<file path="config.mk">
export PLATFORM = sky130hd
export DESIGN_NAME = pipeline_stall_controller
export DESIGN_NICKNAME = d
export VERILOG_FILES = /design/src/rtl/pipe_ctrl_pkg.sv /design/src/rtl/pipe_perf_counters.sv /design/src/rtl/pipeline_stall_controller.sv
export SDC_FILE = /design/constraint.sdc
export NUM_CORES = 1
export LEC_CHECK = 0
export BUFFER_PORTS_ARGS = -buffer_cell sky130_fd_sc_hd__buf_4
export CORE_ASPECT_RATIO = 0.5
export CORE_MARGIN = 3
export CORE_UTILIZATION = 41
export CTS_CLUSTER_DIAMETER = 80
export DETAILED_ROUTE_END_ITERATION = 8
export PLACE_DENSITY = 0.86
export SETUP_SLACK_MARGIN = 0.05
export SLEW_MARGIN = 20
export SYNTH_ARGS = -nofsm -noshare
export SYNTH_HDL_FRONTEND = slang
export SYNTH_SLANG_ARGS = --single-unit
</file>
<file path="constraint.sdc">
create_clock -name clk -period 2.3 [get_ports clk]
set_input_delay 0.46 -clock clk [delete_from_list [all_inputs] [get_ports clk]]
set_output_delay 0.46 -clock clk [all_outputs]
set_load 0.03 [all_outputs]
</file>
<file path="src/rtl/pipe_ctrl_pkg.sv">
// Shared types and helpers for the pipeline stall/flush sequencer.
package pipe_ctrl_pkg;

    typedef enum logic [1:0] {
        RUN      = 2'd0,
        MEM_WAIT = 2'd1,
        DRAIN    = 2'd2,
        HALTED   = 2'd3
    } pipe_state_e;

    localparam int unsigned DEF_DRAIN_CYCLES = 3;
    localparam int unsigned DEF_MEM_TIMEOUT  = 64;
    localparam int unsigned DEF_CNT_W        = 32;
    localparam int unsigned SAT_MAX_W        = 64;

    // Increment that sticks at max_val; callers zero-extend into SAT_MAX_W bits.
    function automatic logic [SAT_MAX_W-1:0] sat_inc(input logic [SAT_MAX_W-1:0] val,
                                                     input logic [SAT_MAX_W-1:0] max_val);
        return (val >= max_val) ? max_val : val + SAT_MAX_W'(1);
    endfunction

endpackage

</file>
<file path="src/rtl/pipe_perf_counters.sv">
// Saturating stall / flush / memory-wait event counters.
module pipe_perf_counters
    import pipe_ctrl_pkg::*;
#(
    parameter int unsigned CNT_W = DEF_CNT_W
) (
    input  logic             clk,
    input  logic             rst_n,
    input  logic             stall_evt,
    input  logic             flush_evt,
    input  logic             wait_evt,
    output logic [CNT_W-1:0] stall_cycles,
    output logic [CNT_W-1:0] flush_count,
    output logic [CNT_W-1:0] mem_wait_cycles
);

    localparam logic [SAT_MAX_W-1:0] CNT_MAX = SAT_MAX_W'({CNT_W{1'b1}});

    always_ff @(posedge clk or negedge rst_n) begin
        if (!rst_n) begin
            stall_cycles    <= '0;
            flush_count     <= '0;
            mem_wait_cycles <= '0;
        end else begin
            if (stall_evt) stall_cycles    <= CNT_W'(sat_inc(SAT_MAX_W'(stall_cycles), CNT_MAX));
            if (flush_evt) flush_count     <= CNT_W'(sat_inc(SAT_MAX_W'(flush_count), CNT_MAX));
            if (wait_evt)  mem_wait_cycles <= CNT_W'(sat_inc(SAT_MAX_W'(mem_wait_cycles), CNT_MAX));
        end
    end

endmodule

</file>
<file path="src/rtl/pipeline_stall_controller.sv">
// Stall/flush sequencer for the 5-stage pipeline: hazards, mispredicts, memory freeze, halt drain.
// Define PIPE_PERF_CNT_EN to build the performance counters; otherwise they read as zero.
module pipeline_stall_controller
    import pipe_ctrl_pkg::*;
#(
    parameter int unsigned DRAIN_CYCLES = DEF_DRAIN_CYCLES,
    parameter int unsigned MEM_TIMEOUT  = DEF_MEM_TIMEOUT,
    parameter int unsigned CNT_W        = DEF_CNT_W
) (
    input  logic             clk,
    input  logic             reset,
    input  logic             hazard_stall,
    input  logic             ex_mispredict,
    input  logic             id_is_halt,
    input  logic             imem_ready,
    input  logic             dmem_req,
    input  logic             dmem_ready,
    output logic             pc_write,
    output logic             if_id_write,
    output logic             if_id_flush,
    output logic             id_ex_write,
    output logic             id_ex_bubble,
    output logic             ex_mem_write,
    output logic             mem_wb_write,
    output logic             mem_wb_bubble,
    output logic             is_halted,
    output logic             mem_timeout,
    output logic [CNT_W-1:0] stall_cycles,
    output logic [CNT_W-1:0] flush_count,
    output logic [CNT_W-1:0] mem_wait_cycles
);

    localparam int unsigned DRAIN_W = (DRAIN_CYCLES > 1) ? $clog2(DRAIN_CYCLES + 1) : 1;
    localparam int unsigned WAIT_W  = (MEM_TIMEOUT > 1) ? $clog2(MEM_TIMEOUT + 1) : 1;
    localparam logic [WAIT_W-1:0] WAIT_MAX = WAIT_W'(MEM_TIMEOUT);

    pipe_state_e        state, state_nxt;
    pipe_state_e        ret_state, ret_nxt;
    pipe_state_e        eff_state;
    logic [DRAIN_W-1:0] drain_cnt, drain_nxt;
    logic [WAIT_W-1:0]  wait_cnt, wait_nxt;
    logic               frozen;
    logic               halt_set;

    // A wait release behaves exactly like the state we froze out of.
    assign eff_state = (state == MEM_WAIT) ? ret_state : state;

    always_ff @(posedge clk or negedge reset) begin
        if (!reset) begin
            state       <= RUN;
            ret_state   <= RUN;
            drain_cnt   <= '0;
            wait_cnt    <= '0;
            is_halted   <= 1'b0;
            mem_timeout <= 1'b0;
        end else begin
            state     <= state_nxt;
            ret_state <= ret_nxt;
            drain_cnt <= drain_nxt;
            wait_cnt  <= wait_nxt;
            if (halt_set) is_halted <= 1'b1;
            if (frozen && (wait_nxt == WAIT_MAX)) mem_timeout <= 1'b1;
        end
    end

    always_comb begin
        pc_write      = 1'b0;
        if_id_write   = 1'b0;
        if_id_flush   = 1'b0;
        id_ex_write   = 1'b0;
        id_ex_bubble  = 1'b0;
        ex_mem_write  = 1'b0;
        mem_wb_write  = 1'b0;
        mem_wb_bubble = 1'b0;
        state_nxt     = state;
        ret_nxt       = ret_state;
        drain_nxt     = drain_cnt;
        wait_nxt      = '0;
        frozen        = 1'b0;
        halt_set      = 1'b0;

        if (reset && (state != HALTED)) begin
            if (dmem_req && !dmem_ready) begin
                // Data memory busy: hold everything, push a bubble into WB.
                frozen        = 1'b1;
                mem_wb_write  = 1'b1;
                mem_wb_bubble = 1'b1;
                state_nxt     = MEM_WAIT;
                if (state == MEM_WAIT) begin
                    wait_nxt = (wait_cnt >= WAIT_MAX) ? WAIT_MAX : wait_cnt + WAIT_W'(1);
                end else begin
                    ret_nxt  = state;
                    wait_nxt = WAIT_W'(1);
                end
            end else begin
                pc_write     = 1'b1;
                if_id_write  = 1'b1;
                id_ex_write  = 1'b1;
                ex_mem_write = 1'b1;
                mem_wb_write = 1'b1;
                state_nxt    = eff_state;
                if (eff_state == DRAIN) begin
                    pc_write    = 1'b0;
                    if_id_flush = 1'b1;
                    if (drain_cnt <= DRAIN_W'(1)) begin
                        drain_nxt = '0;
                        state_nxt = HALTED;
                        halt_set  = 1'b1;
                    end else begin
                        drain_nxt = drain_cnt - DRAIN_W'(1);
                    end
                end else if (ex_mispredict) begin
                    if_id_flush  = 1'b1;
                    id_ex_bubble = 1'b1;
                end else if (id_is_halt && !hazard_stall) begin
                    pc_write    = 1'b0;
                    if_id_flush = 1'b1;
                    drain_nxt   = DRAIN_W'(DRAIN_CYCLES);
                    state_nxt   = DRAIN;
                end else if (hazard_stall) begin
                    pc_write     = 1'b0;
                    if_id_write  = 1'b0;
                    id_ex_bubble = 1'b1;
                end else if (!imem_ready) begin
                    pc_write    = 1'b0;
                    if_id_flush = 1'b1;
                end
            end
        end
    end

`ifdef PIPE_PERF_CNT_EN
    logic run_live;
    logic stall_evt;
    logic flush_evt;

    assign run_live  = reset && (state != HALTED) && !frozen && (eff_state == RUN);
    assign stall_evt = run_live && !ex_mispredict && hazard_stall;
    assign flush_evt = run_live && ex_mispredict;

    pipe_perf_counters #(
        .CNT_W (CNT_W)
    ) u_perf (
        .clk             (clk),
        .rst_n           (reset),
        .stall_evt       (stall_evt),
        .flush_evt       (flush_evt),
        .wait_evt        (frozen),
        .stall_cycles    (stall_cycles),
        .flush_count     (flush_count),
        .mem_wait_cycles (mem_wait_cycles)
    );
`else
    assign stall_cycles    = '0;
    assign flush_count     = '0;
    assign mem_wait_cycles = '0;
`endif

endmodule

</file>
==> qor.txt <==
Synth Area per Inst = 8.39 sq um
Dpl cells = 254
Clk slew on worst S/H paths = 60 ps
Cell variety after synth = 38
Switching fraction of total power = 50.0%
Internal = 587 uW
Async SR Flop Fraction = 100%
Fin Setup TNS = 0 ps
Power Total = 1.17 mW
Core area = 3570 sq um
Worst Setup End Kind = output port
Fillers = 339
Synth warn = 0
Max Fanout on Critical Path = 9
Antenna cell count = 0
Vias in the first global route = 801
Hold Crit Class = in2async
CTS root buf = clkbuf_8
Port bufs = 17
Rows = 15
CP Class = reg2out
Sequential Power Share = 32.1%
Die H = 49.9 um
Final period demand of the worst path = 2040 ps
CTS buffer count = 3
Ratio of cells with drive above 1 in the final layout = 13.0%
Detailed-route wire length = 2.38 mm
Most common cell after layout, fill and taps aside = conb_1
Non-filler instance count after layout = 258
Maximum VDD drop = 0.000314 V
Clock Skew = 0.321 ps
CTS tree = done
Final ANT Viol Nets = 0
Ys flop type = dfrtp_1
Overall routing resource usage = 9.56%
Post-synthesis sequential area ratio = 23.8%
TritonCTS Sinks = 15
DRT iter0 DRCs = 73
CP Launch Type = flip-flop
Clock power frac = 18.5%
Comb pwr share = 49.4%
Post-route clock period utilization = 88.9%
Initial Utilization = 44.2%
Commonest non-fill, non-tap cells in the layout = conb_1 (96), buf_4 (19), dfrtp_1 (15)
First-pass GRT wire length = 3.58 mm
Final Max Slew Viols = 0
Max-cap violations = 0
Worst-Skew Late Latency = 250 ps
NetSw = 587 uW
Chip Width = 93.7 um
DRC Markers = 0
Layout overhead on the synthesized area = -8.56%
DR vias/cell = 3.78
P per Cell Area = 814 nW/um^2
Peak Freq = 489 MHz
CTS Hold Bufs = 0
Status = completed
Post-synthesis cell area = 1580 sq um
Cells after Synth = 188
RSZ-0062 raised after global routing = false
Ports = 114
Pleak = 0.818 nW
Worst Path Required = 1840 ps
CP arrival = 1580 ps
Count of final hold-check violations = 0
Wirelength per Cell = 9.21 um
Number of flops mapped to enable cells by yosys = 0
Via count = 974
Post-CTS Setup Bufs = 0
Die area = 4670 sq um
DRT Pass-1 Iters = 4
RePlAce Congestion = 0.855
Synthesis-stage register bit count = 15
Cells resized by post-CTS repair = 0
Largest net degree at the start of global routing = 18
Clock Tree Buf Depth = 2
HPWL Detailed = 1.91 mm
Fin nets = 218
Setup violators final = 0
H-tree levels = 1
Initial antenna violation count = 0
GR Overflow Total = 0
[path summary, 6_finish.rpt]
check                           cells after the start  slack (ps)         from           to
worst max-delay path                                6         260     state[0]  if_id_write
worst min-delay path                                2         160        reset  mem_timeout
worst max register to register                      5         510  wait_cnt[0]  mem_timeout
worst min register to register                      1         460    is_halted    is_halted
max in group asynchronous                           2        1960        reset  wait_cnt[1]
min in group clk                                    1         460    is_halted    is_halted
[Yosys cell counts, types with 2 or more instances]
library cell  count  area [sq um]
nor3_1            2          10.0
o21a_1            3          22.5
dfrtp_1          15           375
nand2_1           5          18.8
ha_1              2          25.0
and3_1            2          12.5
a21oi_1           5          25.0
inv_1             8          30.0
xnor2_1           2          17.5
a21o_1            2          15.0
nor2_1           11          41.3
xor2_1            2          17.5
o21ai_0           7          35.0
buf_4            97           728
and4b_1           2          20.0
[power by group through the flow]
stage                     logic [mW]  clock network [mW]  registers, mW
final                          0.580               0.218          0.376
after global routing           0.624               0.233          0.386
after CTS                      0.577               0.220          0.375
after detailed placement       0.575                   0          0.378
after global placement         0.563                   0          0.371
after floorplan                0.600                   0          0.360
[layer usage]
metal,vias up,track usage (%),part of all wire [%]
met5,-,0,0
met4,0,4.32,0.88
met3,2,0.915,11
met2,74,18.9,52
met1,448,10.2,36
li1,450,-,-
[metrics by stage]
step                      hold slack, ps  instance area [sq um]  worst slack [ps]  util [%]
after global routing                 178                   1440              94.7      40.5
after floorplan                      164                   1930              45.0         -
final                                159                   1440               255      40.5
after CTS                            160                   1440               234      40.5
after detailed placement             429                   1400               390      39.2
after global placement               431                   1400               451      39.2
[area by class of cell]
cell class / count / area (sq um) / share of cell area, %
inverter: 8 / 30.0 / 2.08
sequential: 15 / 375 / 26.0
timing repair buffer: 19 / 143 / 9.89
tap: 51 / 63.8 / 4.42
multi-input combinational: 161 / 785 / 54.4
clock buffer: 3 / 41.3 / 2.86
clock inverter: 1 / 5.00 / 0.347
[sequential cells by signal, summed over array words and instances (netlist names)]
name and flops:
mem_timeout 1, ret_state 2, is_halted 1, wait_cnt 7
state 2, drain_cnt 2
[cells by family (layout without fill, tap and decap cells)]
| group | Yosys count | after routing | share of synthesized area (%) |
|---|---|---|---|
| buffers and inverters | 107 | 31 | 49.1 |
| and+or+nand+nor | 34 | 34 | 12.5 |
| AOI/OAI and AO/OA | 24 | 24 | 9.99 |
| DFF | 15 | 15 | 23.8 |
| xor gates and xnor gates | 4 | 4 | 2.22 |
| adders and majority gates | 2 | 2 | 1.59 |
| other | 1 | 96 | 0.238 |
| muxes | 1 | 1 | 0.634 |
[critical path, cell delays in order, from the launching register on]
cell and delay [ps]:
dfrtp_1 510, nand3b_1 120, mux2i_1 150, buf_4 170
nor2_1 50, a21oi_1 140, buf_4 180
No activity file was read; power rests on OpenSTA's default activity.
